--- src/rtl/mem_access_unit.sv ---
`default_nettype none
// ============================================================================
// Module  : mem_access_unit
// Purpose : MEM-stage load/store unit with request/ready bus and timeout abort.
// Revision: 1.0
// ============================================================================
module mem_access_unit #(
   parameter int TIMEOUT_CYCLES = 16
) (
   input  logic        clk,
   input  logic        rst,
   input  logic        valid_in,
   input  logic        mem_write,
   input  logic        wb_load,
   input  logic [1:0]  mem_store_type,
   input  logic [2:0]  mem_load_type,
   input  logic [31:0] addr,
   input  logic [31:0] store_data,
   output logic        bus_req,
   output logic        bus_we,
   output logic [31:0] bus_addr,
   output logic [31:0] bus_wdata,
   output logic [3:0]  bus_wstrb,
   input  logic        bus_ready,
   input  logic [31:0] bus_rdata,
   output logic        stall,
   output logic [31:0] load_data,
   output logic        load_valid,
   output logic        misaligned,
   output logic        bus_error
);

   typedef enum logic [1:0] {
      S_IDLE = 2'd0,
      S_BUSY = 2'd1,
      S_DONE = 2'd2
   } state_t;

   localparam logic [7:0] c_TIMEOUT_LAST = 8'(TIMEOUT_CYCLES - 1);

   state_t      r_state;
   state_t      w_state_nxt;
   logic [7:0]  r_cnt;
   logic        r_bus_req;
   logic        r_bus_we;
   logic [31:0] r_bus_addr;
   logic [31:0] r_bus_wdata;
   logic [3:0]  r_bus_wstrb;
   logic        r_is_load;
   logic [1:0]  r_lane;
   logic [2:0]  r_ltype;
   logic [31:0] r_load_data;
   logic        r_load_valid;
   logic        r_misaligned;
   logic        r_bus_error;

   logic        w_is_store;
   logic        w_start;
   logic        w_is_byte;
   logic        w_is_half;
   logic        w_aligned;
   logic [3:0]  w_wstrb;
   logic [31:0] w_wdata;
   logic [7:0]  w_byte;
   logic [15:0] w_half;
   logic [31:0] w_ext;
   logic        w_accept;
   logic        w_timeout;
   logic        w_stall;

   // Store wins over load when both controls are set.
   assign w_is_store = mem_write && (mem_store_type != 2'b11);
   assign w_start    = valid_in && (w_is_store || wb_load);

   always_comb begin
      w_is_byte = 1'b0;
      w_is_half = 1'b0;
      if (w_is_store) begin
         w_is_byte = (mem_store_type == 2'b00);
         w_is_half = (mem_store_type == 2'b01);
      end else begin
         w_is_byte = (mem_load_type == 3'b000) || (mem_load_type == 3'b011);
         w_is_half = (mem_load_type == 3'b001) || (mem_load_type == 3'b100);
      end
   end

   assign w_aligned = w_is_byte || (w_is_half && !addr[0]) || (addr[1:0] == 2'b00);

   always_comb begin
      w_wstrb = 4'b0000;
      w_wdata = 32'd0;
      if (w_is_store) begin
         if (w_is_byte) begin
            w_wstrb = 4'b0001 << addr[1:0];
            w_wdata = {4{store_data[7:0]}};
         end else if (w_is_half) begin
            w_wstrb = 4'b0011 << addr[1:0];
            w_wdata = {2{store_data[15:0]}};
         end else begin
            w_wstrb = 4'b1111;
            w_wdata = store_data;
         end
      end
   end

   always_comb begin
      w_byte = bus_rdata[7:0];
      case (r_lane)
         2'd1:    w_byte = bus_rdata[15:8];
         2'd2:    w_byte = bus_rdata[23:16];
         2'd3:    w_byte = bus_rdata[31:24];
         default: w_byte = bus_rdata[7:0];
      endcase
   end

   assign w_half = r_lane[1] ? bus_rdata[31:16] : bus_rdata[15:0];

   always_comb begin
      w_ext = bus_rdata;
      case (r_ltype)
         3'b000:  w_ext = {{24{w_byte[7]}}, w_byte};
         3'b001:  w_ext = {{16{w_half[15]}}, w_half};
         3'b011:  w_ext = {24'd0, w_byte};
         3'b100:  w_ext = {16'd0, w_half};
         default: w_ext = bus_rdata;
      endcase
   end

   always_ff @(posedge clk or posedge rst) begin
      if (rst) begin
         r_state <= S_IDLE;
      end else begin
         r_state <= w_state_nxt;
      end
   end

   always_comb begin
      w_state_nxt = r_state;
      w_stall     = 1'b0;
      w_accept    = 1'b0;
      w_timeout   = 1'b0;
      case (r_state)
         S_IDLE: begin
            if (w_start && w_aligned) begin
               w_accept    = 1'b1;
               w_stall     = 1'b1;
               w_state_nxt = S_BUSY;
            end
         end
         S_BUSY: begin
            w_stall = 1'b1;
            if (bus_ready) begin
               w_state_nxt = S_DONE;
            end else if (r_cnt == c_TIMEOUT_LAST) begin
               w_timeout   = 1'b1;
               w_state_nxt = S_DONE;
            end
         end
         S_DONE:  w_state_nxt = S_IDLE;
         default: w_state_nxt = S_IDLE;
      endcase
   end

   always_ff @(posedge clk or posedge rst) begin
      if (rst) begin
         r_cnt        <= 8'd0;
         r_bus_req    <= 1'b0;
         r_bus_we     <= 1'b0;
         r_bus_addr   <= 32'd0;
         r_bus_wdata  <= 32'd0;
         r_bus_wstrb  <= 4'b0000;
         r_is_load    <= 1'b0;
         r_lane       <= 2'd0;
         r_ltype      <= 3'd0;
         r_load_data  <= 32'd0;
         r_load_valid <= 1'b0;
         r_misaligned <= 1'b0;
         r_bus_error  <= 1'b0;
      end else begin
         r_load_valid <= 1'b0;
         r_misaligned <= 1'b0;
         r_bus_error  <= 1'b0;
         if (w_accept) begin
            r_bus_req   <= 1'b1;
            r_bus_we    <= w_is_store;
            r_bus_addr  <= {addr[31:2], 2'b00};
            r_bus_wdata <= w_wdata;
            r_bus_wstrb <= w_wstrb;
            r_is_load   <= !w_is_store;
            r_lane      <= addr[1:0];
            r_ltype     <= mem_load_type;
            r_cnt       <= 8'd0;
         end else if (r_state == S_IDLE && w_start) begin
            r_misaligned <= 1'b1;
         end else if (r_state == S_BUSY) begin
            if (bus_ready) begin
               r_bus_req <= 1'b0;
               if (r_is_load) begin
                  r_load_data  <= w_ext;
                  r_load_valid <= 1'b1;
               end
            end else if (w_timeout) begin
               r_bus_req   <= 1'b0;
               r_load_data <= 32'd0;
               r_bus_error <= 1'b1;
            end else begin
               r_cnt <= r_cnt + 8'd1;
            end
         end
      end
   end

   assign bus_req    = r_bus_req;
   assign bus_we     = r_bus_we;
   assign bus_addr   = r_bus_addr;
   assign bus_wdata  = r_bus_wdata;
   assign bus_wstrb  = r_bus_wstrb;
   // Gated so a start presented during reset cannot raise stall.
   assign stall      = w_stall && !rst;
   assign load_data  = r_load_data;
   assign load_valid = r_load_valid;
   assign misaligned = r_misaligned;
   assign bus_error  = r_bus_error;

endmodule
`default_nettype wire

--- config.mk ---
export PLATFORM = sky130hd
export DESIGN_NAME = mem_access_unit
export DESIGN_NICKNAME = d
export VERILOG_FILES = /design/src/rtl/mem_access_unit.sv
export SDC_FILE = /design/constraint.sdc
export NUM_CORES = 1
export LEC_CHECK = 0
export BUFFER_PORTS_ARGS = -buffer_cell sky130_fd_sc_hd__buf_2
export CORE_MARGIN = 2
export CORE_UTILIZATION = 45
export DETAILED_ROUTE_END_ITERATION = 6
export GPL_TIMING_DRIVEN = 0
export PLACE_DENSITY = 0.72
export SYNTH_ARGS = -nofsm -noshare
export SYNTH_HDL_FRONTEND = slang
export SYNTH_SLANG_ARGS = --single-unit
--- constraint.sdc ---
create_clock -name clk -period 5.3 [get_ports clk]
set_input_delay 1.06 -clock clk [delete_from_list [all_inputs] [get_ports clk]]
set_output_delay 1.06 -clock clk [all_outputs]
set_load 0.01 [all_outputs]
==> qor.txt <==
n_diodes - 0
share of flip-flops with an asynchronous set or reset - 100%
global-route wire length before repair - 26800 um
maximum buffer depth of the clock tree - 2
syn avg cell area - 10.7 sq um
layout cells sized above 1 - 36.2%
Pwr per Cell Area - 496 nW/um^2
FP Rows - 41
Total Wirelength - 16500 um
Synth area leader - dfrtp_1
residual DRC count - 0
Max Clk Rate - 281 MHz
die span in x - 118 um
GRT Total Usage - 24.2%
largest net degree at the start of global routing - 66
final total power - 3.84 mW
vias in the first global route - 5319
fillers - 1051
#FFs+latches synth - 119
detailed placer's ending HPWL - 12400 um
starting density of the core - 46.2%
root buf cell - clkbuf_16
crit path launch - mem_store_type[0]
hold buffers post-CTS - 0
cells after synthesis - 545
P_leak - 3.80 nW
placed cells - 927
Final nets - 886
number of port buffers - 208
Placeable Area - 12600 sq um
crit share post-route - 67.2%
WL/cell - 17.2 um
Worst Setup EP - stall
H-tree depth - 4
Max Slew Vio Count - 0
clk_skew - 0.0110 ns
crit path capture type - output port
R2R Path Start - r_ltype[2]
initial antenna violation count - 0
first-pass iteration count of the detailed router - 5
CP Max Fanout - 10
Clock Pin Slew Worst Setup and Hold Paths - 0.06 ns
Worst Tran Pin Value - 0.911 ns
Synth area leaders - dfrtp_1, mux2_1, mux2_2, mux2i_1, o21ai_0
Worst Path Required - 4.24 ns
GP Congestion - 0.918
r2r endpoint - load_data[3]
initial drt markers - 359
RSZ-0062 raised after global routing - false
startpoint types - input pin
Hold Path Class - register to register
Hold Violations, Final - 0
fin cells - 959
CTS tree - built
antenna-violating nets left - 0
Post-synth EDFFs - 0
outcome - completed
Worst R2R Path Depth - 7
Tmin final - 3.56 ns
die height - 118 um
remaining global-route overflow - 0
crit path kind - input pin to output port
Yosys cell types - 49
sequential fraction of the synthesis area - 51.0%
worst reg-to-reg setup slack - 3.10 ns
Yosys top cell area share - 51.0%
synth-to-layout area growth - 32.6%
maximum VDD drop - 0.175 mV
Post-Syn Area - 5840 sq um
vias per std cell - 5.55
post-cts resize count - 0
total number of vias - 5323
die area - 13900 sq um
YS warnings - 0
setup bufs post-CTS - 0
CP Data Arrival Time - 2.50 ns
clk sink count - 119
final setup vio count - 0
CTS Buf Count - 17
Worst slew margin - 39.3%
Top FF cell, synth - dfrtp_1
MaxCap Viol Count - 0
I/O Pins - 213
Skew-Pair Late Insertion Delay - 0.42 ns
through the flow:
step / util, % / setup WS (ns) / hold slack [ns] / TNS (ns) / cell area [sq um]
2_1_floorplan: - / 1.08 / 0.497 / 0 / 5840
3_3_place_gp: 56.2 / -0.199 / 0.451 / -22.63 / 7100
3_5_place_dp: 56.5 / 1.74 / 0.457 / 0 / 7130
4_1_cts: 61.3 / 1.73 / 0.478 / 0 / 7740
5_1_grt: 61.3 / 1.66 / 0.499 / 0 / 7740
6_report: 61.3 / 1.74 / 0.476 / 0 / 7740
worst min-delay path by stage:
stage / startpoint / to / slack [ns] / cells past startpoint
global placement: load_data[0] / load_data[0] / 0.45 / 2
global route: load_data[24] / load_data[24] / 0.50 / 2
CTS: load_data[19] / load_data[19] / 0.48 / 2
floorplan: r_is_load / r_is_load / 0.50 / 1
detailed placement: load_data[3] / load_data[3] / 0.46 / 2
finish: load_data[18] / load_data[18] / 0.48 / 2
final cells by class:
type	count	area, sq um	share of cell area, %
plain buffers	41	216	2.80
clock buffers	22	464	6.00
clock inverters	10	145	1.88
inverters	11	46.3	0.598
multi-input cells	375	2600	33.7
flip-flops and latches	119	2980	38.5
well taps	172	215	2.78
repair buffers	209	1070	13.8
power breakdown:
part	switching, mW	internal (mW)	total, mW
logic	0.725	0.556	1.28
clock network	0.412	0.766	1.18
registers	0.165	1.22	1.38
cell families (layout without fill, tap and decap cells):
logic type | count (synthesis) | in the layout | synth area share (%)
AOI/OAI and AO/OA | 153 | 153 | 18.6
and+or+nand+nor | 137 | 137 | 10.4
DFF | 119 | 119 | 51.0
muxes | 69 | 69 | 13.1
buffers and inverters | 52 | 293 | 4.42
xor gates and xnor gates | 9 | 9 | 1.35
adders and majority gates | 5 | 5 | 1.07
other | 1 | 2 | 0.0643
critical path, stage by stage:
cell and delay, ns:
buf_2 0.17, a21bo_1 0.21, buf_6 0.14, a311oi_4 0.31
o21ai_2 0.17, a21oi_1 0.23, nor3_1 0.06, buf_2 0.14
synthesized netlist by cell type (11+ instances only):
master	n
nor2_1	48
o21ai_0	37
nand3_1	12
mux2i_1	20
a22o_1	17
inv_1	11
nor3_1	15
o22ai_1	15
buf_2	11
clkbuf_1	22
mux2_2	19
a21oi_1	23
nand2_1	45
dfrtp_1	119
mux2_1	29
routing by layer:
metal | wire length, um | part of all wire, % | track usage (%)
met5 | 0 | 0 | 0
met2 | 7720 | 47 | 38.5
met4 | 324 | 2.0 | 9.04
met3 | 1470 | 8.9 | 7.90
met1 | 6990 | 42 | 30.9
sequential cells by signal, summed over array words and instances (netlist names):
name,count
r_cnt,8
r_state,2
misaligned,1
bus_addr,30
bus_we,1
bus_wdata,32
bus_req,1
r_ltype,3
r_is_load,1
bus_wstrb,4
bus_error,1
load_valid,1
r_lane,2
load_data,32
layout by cell type, fill, tap and decap left out, types with 7 or more instances in the layout:
cell / n
dfrtp_1: 119
mux2i_1: 20
clkbuf_1: 25
o221ai_1: 7
nor3_1: 15
o22ai_1: 15
o21ai_0: 37
o31ai_1: 8
a21oi_1: 23
clkbuf_16: 17
nor2_1: 48
a22o_1: 17
inv_1: 10
nand3_1: 12
mux2_2: 19
o22a_1: 7
mux2_1: 29
buf_2: 219
o2bb2ai_1: 10
a32o_1: 10
nand2_1: 45
Power figures use the tool's default switching activity.
